## src/rtl/sdram_arb_pkg.sv

```systemverilog
// Shared types and constants for the two-port SDRAM arbiter.
package sdram_arb_pkg;

  localparam int ARB_ADDR_WIDTH = 32;
  localparam int ARB_DATA_WIDTH = 32;

  localparam logic [31:0] TIMEOUT_DATA = 32'hDEADBEEF;

  typedef enum logic [1:0] {
    IDLE    = 2'd0,
    ISSUE   = 2'd1,
    WAIT_RD = 2'd2,
    RESP    = 2'd3
  } arb_state_t;

  typedef struct packed {
    logic [ARB_ADDR_WIDTH-1:0]   addr;
    logic                        we;
    logic [ARB_DATA_WIDTH-1:0]   wdata;
    logic [ARB_DATA_WIDTH/8-1:0] wstrb;
  } arb_req_t;

endpackage

```

## src/rtl/sdram_arbiter_if.sv

```systemverilog
// Bundles both requester ports and the SDRAM controller native port.
// Handshake: a requester holds i_mN_valid (and stable payload) until o_mN_ready
// pulses for one cycle; o_sdr_req is held until i_sdr_ack is sampled high.
interface sdram_arbiter_if #(
  parameter int ADDR_WIDTH = 32,
  parameter int DATA_WIDTH = 32
);
  localparam int STRB_W = DATA_WIDTH / 8;

  logic                  i_m0_valid;
  logic [ADDR_WIDTH-1:0] i_m0_addr;
  logic                  i_m0_we;
  logic [DATA_WIDTH-1:0] i_m0_wdata;
  logic [STRB_W-1:0]     i_m0_wstrb;
  logic                  o_m0_ready;
  logic [DATA_WIDTH-1:0] o_m0_rdata;

  logic                  i_m1_valid;
  logic [ADDR_WIDTH-1:0] i_m1_addr;
  logic                  i_m1_we;
  logic [DATA_WIDTH-1:0] i_m1_wdata;
  logic [STRB_W-1:0]     i_m1_wstrb;
  logic                  o_m1_ready;
  logic [DATA_WIDTH-1:0] o_m1_rdata;

  logic                  o_sdr_req;
  logic                  i_sdr_ack;
  logic [ADDR_WIDTH-1:0] o_sdr_addr;
  logic                  o_sdr_we;
  logic [DATA_WIDTH-1:0] o_sdr_wdata;
  logic [STRB_W-1:0]     o_sdr_dm;
  logic                  i_sdr_rvalid;
  logic [DATA_WIDTH-1:0] i_sdr_rdata;
  logic                  o_timeout;

  modport slave (
    input  i_m0_valid, i_m0_addr, i_m0_we, i_m0_wdata, i_m0_wstrb,
    output o_m0_ready, o_m0_rdata,
    input  i_m1_valid, i_m1_addr, i_m1_we, i_m1_wdata, i_m1_wstrb,
    output o_m1_ready, o_m1_rdata,
    output o_sdr_req, o_sdr_addr, o_sdr_we, o_sdr_wdata, o_sdr_dm, o_timeout,
    input  i_sdr_ack, i_sdr_rvalid, i_sdr_rdata
  );

  modport master (
    output i_m0_valid, i_m0_addr, i_m0_we, i_m0_wdata, i_m0_wstrb,
    input  o_m0_ready, o_m0_rdata,
    output i_m1_valid, i_m1_addr, i_m1_we, i_m1_wdata, i_m1_wstrb,
    input  o_m1_ready, o_m1_rdata,
    input  o_sdr_req, o_sdr_addr, o_sdr_we, o_sdr_wdata, o_sdr_dm, o_timeout,
    output i_sdr_ack, i_sdr_rvalid, i_sdr_rdata
  );

endinterface

```

## src/rtl/sdram_arb_rr2.sv

```systemverilog
// Combinational two-way picker: round-robin on ties, or port 0 first when FIXED_PRIO is set.
module sdram_arb_rr2 #(
  parameter int FIXED_PRIO = 0
) (
  input  logic [1:0] i_valid,
  input  logic       i_last_grant,
  output logic       o_winner,
  output logic       o_any
);

  always_comb begin
    o_any    = |i_valid;
    o_winner = 1'b0;
    if (i_valid == 2'b10) begin
      o_winner = 1'b1;
    end else if (i_valid == 2'b11) begin
      o_winner = (FIXED_PRIO != 0) ? 1'b0 : ~i_last_grant;
    end
  end

endmodule

```

## src/rtl/sdram_arbiter.sv

```systemverilog
// Shares the SDRAM controller native port between the CPU bridge (port 0) and
// the SD-card DMA (port 1), one single-word transaction at a time, with a read watchdog.
module sdram_arbiter
  import sdram_arb_pkg::*;
#(
  parameter int ADDR_WIDTH     = ARB_ADDR_WIDTH,
  parameter int DATA_WIDTH     = ARB_DATA_WIDTH,
  parameter int FIXED_PRIO     = 0,
  parameter int TIMEOUT_CYCLES = 64
) (
  input  logic       i_sysclk,
  input  logic       i_rst,
  sdram_arbiter_if.slave bus,
  output arb_state_t o_state
);

  localparam int STRB_W = DATA_WIDTH / 8;
  localparam int CNT_W  = $clog2(TIMEOUT_CYCLES);
  localparam logic [CNT_W-1:0] CNT_LAST = CNT_W'(TIMEOUT_CYCLES - 1);

  arb_state_t            r_state;
  arb_state_t            w_next_state;
  logic                  r_grant;
  logic                  r_last_grant;
  logic [CNT_W-1:0]      r_cnt;
  logic [ADDR_WIDTH-1:0] r_sdr_addr;
  logic                  r_sdr_we;
  logic [DATA_WIDTH-1:0] r_sdr_wdata;
  logic [STRB_W-1:0]     r_sdr_dm;
  logic [DATA_WIDTH-1:0] r_m0_rdata;
  logic [DATA_WIDTH-1:0] r_m1_rdata;
  logic                  r_timeout;
  logic                  w_winner;
  logic                  w_any;
  logic                  w_timeout_hit;
  arb_req_t              w_req;

  sdram_arb_rr2 #(.FIXED_PRIO(FIXED_PRIO)) u_rr2 (
    .i_valid      ({bus.i_m1_valid, bus.i_m0_valid}),
    .i_last_grant (r_last_grant),
    .o_winner     (w_winner),
    .o_any        (w_any)
  );

  always_comb begin
    w_req.addr  = bus.i_m0_addr;
    w_req.we    = bus.i_m0_we;
    w_req.wdata = bus.i_m0_wdata;
    w_req.wstrb = bus.i_m0_wstrb;
    if (w_winner) begin
      w_req.addr  = bus.i_m1_addr;
      w_req.we    = bus.i_m1_we;
      w_req.wdata = bus.i_m1_wdata;
      w_req.wstrb = bus.i_m1_wstrb;
    end
  end

  assign w_timeout_hit = (r_cnt == CNT_LAST);

  always_comb begin
    w_next_state = r_state;
    case (r_state)
      IDLE:    if (w_any) w_next_state = ISSUE;
      ISSUE:   if (bus.i_sdr_ack) w_next_state = r_sdr_we ? RESP : WAIT_RD;
      WAIT_RD: if (bus.i_sdr_rvalid || w_timeout_hit) w_next_state = RESP;
      RESP:    w_next_state = IDLE;
      default: w_next_state = IDLE;
    endcase
  end

  // Each port keeps its own response register so the idle port's rdata holds.
  always_ff @(posedge i_sysclk) begin
    if (i_rst) begin
      r_state      <= IDLE;
      r_grant      <= 1'b0;
      r_last_grant <= 1'b1;
      r_cnt        <= '0;
      r_sdr_addr   <= '0;
      r_sdr_we     <= 1'b0;
      r_sdr_wdata  <= '0;
      r_sdr_dm     <= '1;
      r_m0_rdata   <= '0;
      r_m1_rdata   <= '0;
      r_timeout    <= 1'b0;
    end else begin
      r_state   <= w_next_state;
      r_timeout <= 1'b0;
      case (r_state)
        IDLE: begin
          if (w_any) begin
            r_grant      <= w_winner;
            r_last_grant <= w_winner;
            r_sdr_addr   <= w_req.addr;
            r_sdr_we     <= w_req.we;
            r_sdr_wdata  <= w_req.wdata;
            r_sdr_dm     <= ~w_req.wstrb;
          end
        end
        ISSUE: begin
          if (bus.i_sdr_ack && !r_sdr_we) r_cnt <= '0;
        end
        WAIT_RD: begin
          if (bus.i_sdr_rvalid) begin
            if (r_grant) r_m1_rdata <= bus.i_sdr_rdata;
            else         r_m0_rdata <= bus.i_sdr_rdata;
          end else if (w_timeout_hit) begin
            if (r_grant) r_m1_rdata <= DATA_WIDTH'(TIMEOUT_DATA);
            else         r_m0_rdata <= DATA_WIDTH'(TIMEOUT_DATA);
            r_timeout <= 1'b1;
          end else begin
            r_cnt <= r_cnt + 1'b1;
          end
        end
        default: ;
      endcase
    end
  end

  assign bus.o_sdr_req   = (r_state == ISSUE);
  assign bus.o_sdr_addr  = r_sdr_addr;
  assign bus.o_sdr_we    = r_sdr_we;
  assign bus.o_sdr_wdata = r_sdr_wdata;
  assign bus.o_sdr_dm    = r_sdr_dm;
  assign bus.o_timeout   = r_timeout;
  assign bus.o_m0_ready  = (r_state == RESP) && !r_grant;
  assign bus.o_m1_ready  = (r_state == RESP) && r_grant;
  assign bus.o_m0_rdata  = r_m0_rdata;
  assign bus.o_m1_rdata  = r_m1_rdata;
  assign o_state         = r_state;

endmodule
```

## src/flat_wrapper.sv

```systemverilog
// flat-port wrapper written by rule: the top's interface ports become plain ports
module sdram_arbiter_flat import sdram_arb_pkg::*;
#(
  parameter int ADDR_WIDTH     = ARB_ADDR_WIDTH,
  parameter int DATA_WIDTH     = ARB_DATA_WIDTH,
  parameter int FIXED_PRIO     = 0,
  parameter int TIMEOUT_CYCLES = 64
)
  (i_sysclk, i_rst, o_state, bus_i_m0_valid, bus_i_m0_addr, bus_i_m0_we, bus_i_m0_wdata, bus_i_m0_wstrb, bus_o_m0_ready, bus_o_m0_rdata, bus_i_m1_valid, bus_i_m1_addr, bus_i_m1_we, bus_i_m1_wdata, bus_i_m1_wstrb, bus_o_m1_ready, bus_o_m1_rdata, bus_o_sdr_req, bus_o_sdr_addr, bus_o_sdr_we, bus_o_sdr_wdata, bus_o_sdr_dm, bus_o_timeout, bus_i_sdr_ack, bus_i_sdr_rvalid, bus_i_sdr_rdata);
  sdram_arbiter_if #(.ADDR_WIDTH(ADDR_WIDTH), .DATA_WIDTH(DATA_WIDTH)) bus_i ();
  input  logic i_sysclk;
  input  logic i_rst;
  output arb_state_t o_state;
  input wire logic [$bits(bus_i.i_m0_valid)-1:0] bus_i_m0_valid;
  input wire logic [$bits(bus_i.i_m0_addr)-1:0] bus_i_m0_addr;
  input wire logic [$bits(bus_i.i_m0_we)-1:0] bus_i_m0_we;
  input wire logic [$bits(bus_i.i_m0_wdata)-1:0] bus_i_m0_wdata;
  input wire logic [$bits(bus_i.i_m0_wstrb)-1:0] bus_i_m0_wstrb;
  output wire logic [$bits(bus_i.o_m0_ready)-1:0] bus_o_m0_ready;
  output wire logic [$bits(bus_i.o_m0_rdata)-1:0] bus_o_m0_rdata;
  input wire logic [$bits(bus_i.i_m1_valid)-1:0] bus_i_m1_valid;
  input wire logic [$bits(bus_i.i_m1_addr)-1:0] bus_i_m1_addr;
  input wire logic [$bits(bus_i.i_m1_we)-1:0] bus_i_m1_we;
  input wire logic [$bits(bus_i.i_m1_wdata)-1:0] bus_i_m1_wdata;
  input wire logic [$bits(bus_i.i_m1_wstrb)-1:0] bus_i_m1_wstrb;
  output wire logic [$bits(bus_i.o_m1_ready)-1:0] bus_o_m1_ready;
  output wire logic [$bits(bus_i.o_m1_rdata)-1:0] bus_o_m1_rdata;
  output wire logic [$bits(bus_i.o_sdr_req)-1:0] bus_o_sdr_req;
  output wire logic [$bits(bus_i.o_sdr_addr)-1:0] bus_o_sdr_addr;
  output wire logic [$bits(bus_i.o_sdr_we)-1:0] bus_o_sdr_we;
  output wire logic [$bits(bus_i.o_sdr_wdata)-1:0] bus_o_sdr_wdata;
  output wire logic [$bits(bus_i.o_sdr_dm)-1:0] bus_o_sdr_dm;
  output wire logic [$bits(bus_i.o_timeout)-1:0] bus_o_timeout;
  input wire logic [$bits(bus_i.i_sdr_ack)-1:0] bus_i_sdr_ack;
  input wire logic [$bits(bus_i.i_sdr_rvalid)-1:0] bus_i_sdr_rvalid;
  input wire logic [$bits(bus_i.i_sdr_rdata)-1:0] bus_i_sdr_rdata;
  assign bus_i.i_m0_valid = bus_i_m0_valid;
  assign bus_i.i_m0_addr = bus_i_m0_addr;
  assign bus_i.i_m0_we = bus_i_m0_we;
  assign bus_i.i_m0_wdata = bus_i_m0_wdata;
  assign bus_i.i_m0_wstrb = bus_i_m0_wstrb;
  assign bus_o_m0_ready = bus_i.o_m0_ready;
  assign bus_o_m0_rdata = bus_i.o_m0_rdata;
  assign bus_i.i_m1_valid = bus_i_m1_valid;
  assign bus_i.i_m1_addr = bus_i_m1_addr;
  assign bus_i.i_m1_we = bus_i_m1_we;
  assign bus_i.i_m1_wdata = bus_i_m1_wdata;
  assign bus_i.i_m1_wstrb = bus_i_m1_wstrb;
  assign bus_o_m1_ready = bus_i.o_m1_ready;
  assign bus_o_m1_rdata = bus_i.o_m1_rdata;
  assign bus_o_sdr_req = bus_i.o_sdr_req;
  assign bus_o_sdr_addr = bus_i.o_sdr_addr;
  assign bus_o_sdr_we = bus_i.o_sdr_we;
  assign bus_o_sdr_wdata = bus_i.o_sdr_wdata;
  assign bus_o_sdr_dm = bus_i.o_sdr_dm;
  assign bus_o_timeout = bus_i.o_timeout;
  assign bus_i.i_sdr_ack = bus_i_sdr_ack;
  assign bus_i.i_sdr_rvalid = bus_i_sdr_rvalid;
  assign bus_i.i_sdr_rdata = bus_i_sdr_rdata;
  sdram_arbiter #(.ADDR_WIDTH(ADDR_WIDTH), .DATA_WIDTH(DATA_WIDTH), .FIXED_PRIO(FIXED_PRIO), .TIMEOUT_CYCLES(TIMEOUT_CYCLES)) u_core (.i_sysclk(i_sysclk), .i_rst(i_rst), .bus(bus_i), .o_state(o_state));
endmodule
```

## config.mk

```make
export PLATFORM = sky130hd
export DESIGN_NAME = sdram_arbiter_flat
export DESIGN_NICKNAME = d
export VERILOG_FILES = /design/src/rtl/sdram_arb_pkg.sv /design/src/rtl/sdram_arbiter_if.sv /design/src/rtl/sdram_arb_rr2.sv /design/src/rtl/sdram_arbiter.sv /design/src/flat_wrapper.sv
export SDC_FILE = /design/constraint.sdc
export NUM_CORES = 1
export LEC_CHECK = 0
export BUFFER_PORTS_ARGS = -buffer_cell sky130_fd_sc_hd__buf_2
export CORE_AREA = 2 2 122 124
export CTS_BUF_LIST = sky130_fd_sc_hd__clkbuf_8
export DETAILED_ROUTE_END_ITERATION = 8
export DIE_AREA = 0 0 124 126
export PLACE_DENSITY = 0.78
export SYNTH_ARGS = -nofsm -noshare
export SYNTH_HDL_FRONTEND = slang
export SYNTH_HIERARCHICAL = 1
export SYNTH_SLANG_ARGS = --single-unit
```

## constraint.sdc

```tcl
create_clock -name i_sysclk -period 2.4 [get_ports i_sysclk]
set_input_delay 0.12 -clock i_sysclk [delete_from_list [all_inputs] [get_ports i_sysclk]]
set_output_delay 0.12 -clock i_sysclk [all_outputs]
set_load 0.1 [all_outputs]
```

==> key figures <==
Outcome
  – Status: completed

Clocking
  – Root buf cell: clkbuf_8
  – CTS Sinks: between 100 and 150
  – Post-CTS Setup Inserts: 0
  – CTS max path bufs: 2
  – Clock latency on the worst-skew pair: 0.44 ns
  – Clock transition at path regs: 0.08 ns
  – Htree depth: 4
  – Number of cells upsized or downsized after cts: 0
  – TritonCTS clock tree: yes
  – Num CTS Buffers: 17

Logic synthesis
  – Share of the synthesized area in the top cell type: 46.5%
  – Synth warn: 6
  – Sequential element share of the synthesized area: between 40% and 50%
  – Count leader, synth: dfxtp_1
  – Post-Syn Nets: 839
  – Synth cell count leaders: dfxtp_1, nor2_1, a211oi_1, mux2i_1, clkbuf_1
  – Main synth FF type: dfxtp_1
  – Area leader, netlist: dfxtp_1
  – Post-synth EDFFs: 0
  – Asr flop ratio synth: 0%
  – Syn Inst Count: 657
  – Syn Area/Cell: between 9 and 10 um^2
  – Post-synthesis cell type count: 45
  – Post-Synthesis Cell Area: 6200 um^2
  – Synth area leaders: dfxtp_1, mux2i_1, a211oi_1
  – Synthesized flop and latch total: 144

Die
  – Total core area: ~14,000 um^2
  – Starting density of the core: a little over two fifths
  – Rows: 44
  – Chip width: 124 um
  – Die ar.: 15,600 um^2
  – Top Ports: 315
  – Die height: 126 um

Critical path
  – CP required: roughly 2.7 ns
  – CP peak stage delay: 0.56 ns
  – Crit-path cells: a21boi_4 -> buf_12 -> buf_4 -> mux2i_1 -> dlygate4sd3_1 -> a211oi_1
  – CP Max Fanout: 53
  – Register-to-Register Path Depth: 6
  – CP endpoint kind: register
  – Critical path type: reg -> reg
  – Critical Path AT: 2.65 ns
  – Startpoint Class: register
  – Slowest CP cell: dlygate4sd3_1

Hold path
  – Worst Hold Class: in -> reg
  – Number of cells on the worst hold path: 3

Global route
  – Busiest layer in global routing: met2
  – Met2 global-route usage: 40.3%
  – Initial antenna violation count: 2
  – Congestion Overflow GR: 0
  – Largest net degree at the start of global routing: 76
  – First-pass GRT wire length: 28,100 um
  – Met1 Resource Use GR: 24.9%
  – Number of global-route vias before repair: 5,757
  – Total GRT Usage: a little under a quarter
  – GR Util met3: under 10%

Routing
  – Per-cell routed wire length: 15.5 um
  – First-pass iteration count of the detailed router: 4
  – # DRC: 0
  – Antenna Nets Post-Route: 0
  – DR vias/cell: 5.07
  – Vias: approximately 6,100
  – Final wirelength: 18,600 um
  – Drt initial violations: 308

Pwr
  – Pwr Total: between 10 and 15 mW
  – Leak Pwr: 4.07 nW
  – PwrDens: 1340 nW/um^2
  – Worst IR Drop VDD: 0.790 mV

Placement
  – IO Port Bufs: 314
  – Routability cong.: just under 0.8
  – Detailed Place HPWL: 12,700 um

Flow run
  – Max-Cap Viols: 0

Finish
  – Share of post-route cells with drive strength above 1: between 30% and 40%
  – Final core utilization: 62.3%
  – Syn-to-layout area delta: 43.8%
  – Nets: 1,187

Timing
  – Hold_ws: 0.0240 ns
  – Setup violations, final: 0
  – Post-Route Skew: 0.0120 ns
  – Relative slew slack: 36.9%
  – Unrepaired setup endpoints after global routing: no
  – Final TNS setup: 0 ns
  – Fmax: 0.433 GHz
  – Hold Vio Cnt, Final: 0
  – Worst Tran Pin Value: ~0.95 ns
  – Final Max Slew Viols: 0
  – Tcrit/Tclk final: 96.3%
  – Post-layout min period: about 2.3 ns
final timing paths:
| path | from | slack (ns) | to |
|---|---|---|---|
| setup reg to reg | u_core/r_last_grant$_SDFFE_PP1P_ | 0.09 | u_core/bus.o_sdr_addr[10]$_SDFFE_PP0P_ |
| hold reg to reg | u_core/bus.o_m1_rdata[8]$_SDFFE_PP0P_ | 0.46 | u_core/bus.o_m1_rdata[8]$_SDFFE_PP0P_ |
| hold / removal | bus_i_m0_wdata[24] | 0.02 | u_core/bus.o_sdr_wdata[24]$_SDFFE_PP0P_ |
| setup / recovery | u_core/r_last_grant$_SDFFE_PP1P_ | 0.09 | u_core/bus.o_sdr_addr[10]$_SDFFE_PP0P_ |
where the power goes:
group	switching, mW	internal, mW	leakage [nW]
registers	0.290	2.94	1.18
logic	5.44	1.37	2.68
clock network	0.929	1.01	0.211
logic make-up (layout without fill, tap and decap cells):
family	Yosys count	after routing	synth area share, %
and+or+nand+nor	217	217	15.9
AOI/OAI and AO/OA	158	158	20.4
DFF	144	144	46.5
muxes	70	70	11.3
buffers and inverters	62	423	4.70
adders and majority gates	6	6	1.21
other	0	1	0
repair_timing:
action | 4_1_cts | 5_1_grt
hold endpoints to repair | 46 | 0
hold buffers | 56 | 0
setup endpoints to repair | 0 | 0
cell usage in the layout, fill, tap and decap left out, drive strengths merged, types with 4 or more instances in the layout:
| cell type | count |
|---|---|
| nor2b | 26 |
| and3 | 4 |
| clkinv | 5 |
| buf | 329 |
| dlygate4sd3 | 56 |
| mux2i | 69 |
| nand3 | 23 |
| dfxtp | 144 |
| a31oi | 5 |
| a211oi | 113 |
| a21oi | 23 |
| inv | 10 |
| nor2 | 117 |
| ha | 6 |
| nand2b | 10 |
| clkbuf | 20 |
| nand2 | 26 |
layer usage:
metal / part of all wire [%] / wire (um)
met3: 8.0 / 1480
met5: 0.070 / 13
met2: 50 / 9240
met1: 39 / 7270
met4: 3.3 / 608
final cells by class:
| cell class | instances | area [um^2] |
|---|---|---|
| Tap cell | 184 | 230 |
| Antenna cell | 1 | 2.50 |
| Clock inverter | 12 | 130 |
| Inverter | 6 | 22.5 |
| Timing Repair Buffer | 385 | 2320 |
| Clock buffer | 20 | 275 |
| Sequential cell | 144 | 2890 |
| Fill cell | 1197 | 5400 |
| Multi-Input combinational cell | 451 | 3050 |
worst max-delay path, delay by kind of cell (launching register included):
family	cells	cell delay, ns
buffers and inverters	3	1.17
AO/OA/AOI/OAI	2	0.56
flip-flops	1	0.35
multiplexers	1	0.08
registers in the layout, summed over array words and instances, names as in the netlist:
| name | count |
|---|---|
| u_core/bus.o_m1_rdata | 32 |
| u_core/r_cnt | 6 |
| u_core/bus.o_sdr_dm | 4 |
| u_core/bus.o_sdr_wdata | 32 |
| u_core/bus.o_timeout | 1 |
| u_core/bus.o_sdr_we | 1 |
| u_core/o_state | 2 |
| u_core/r_grant | 1 |
| u_core/bus.o_sdr_addr | 32 |
| u_core/r_last_grant | 1 |
| u_core/bus.o_m0_rdata | 32 |
per-stage QoR:
step                cell area [um^2]  instances  setup slack, ns
floorplan                       6210        657            0.129
global placement                7950       1114            0.461
detailed placement              7950       1114            0.400
CTS                             8910       1202            0.245
global route                    8910       1202           0.0683
finish                          8920       1203           0.0895
(Power assumes the default switching activity.)
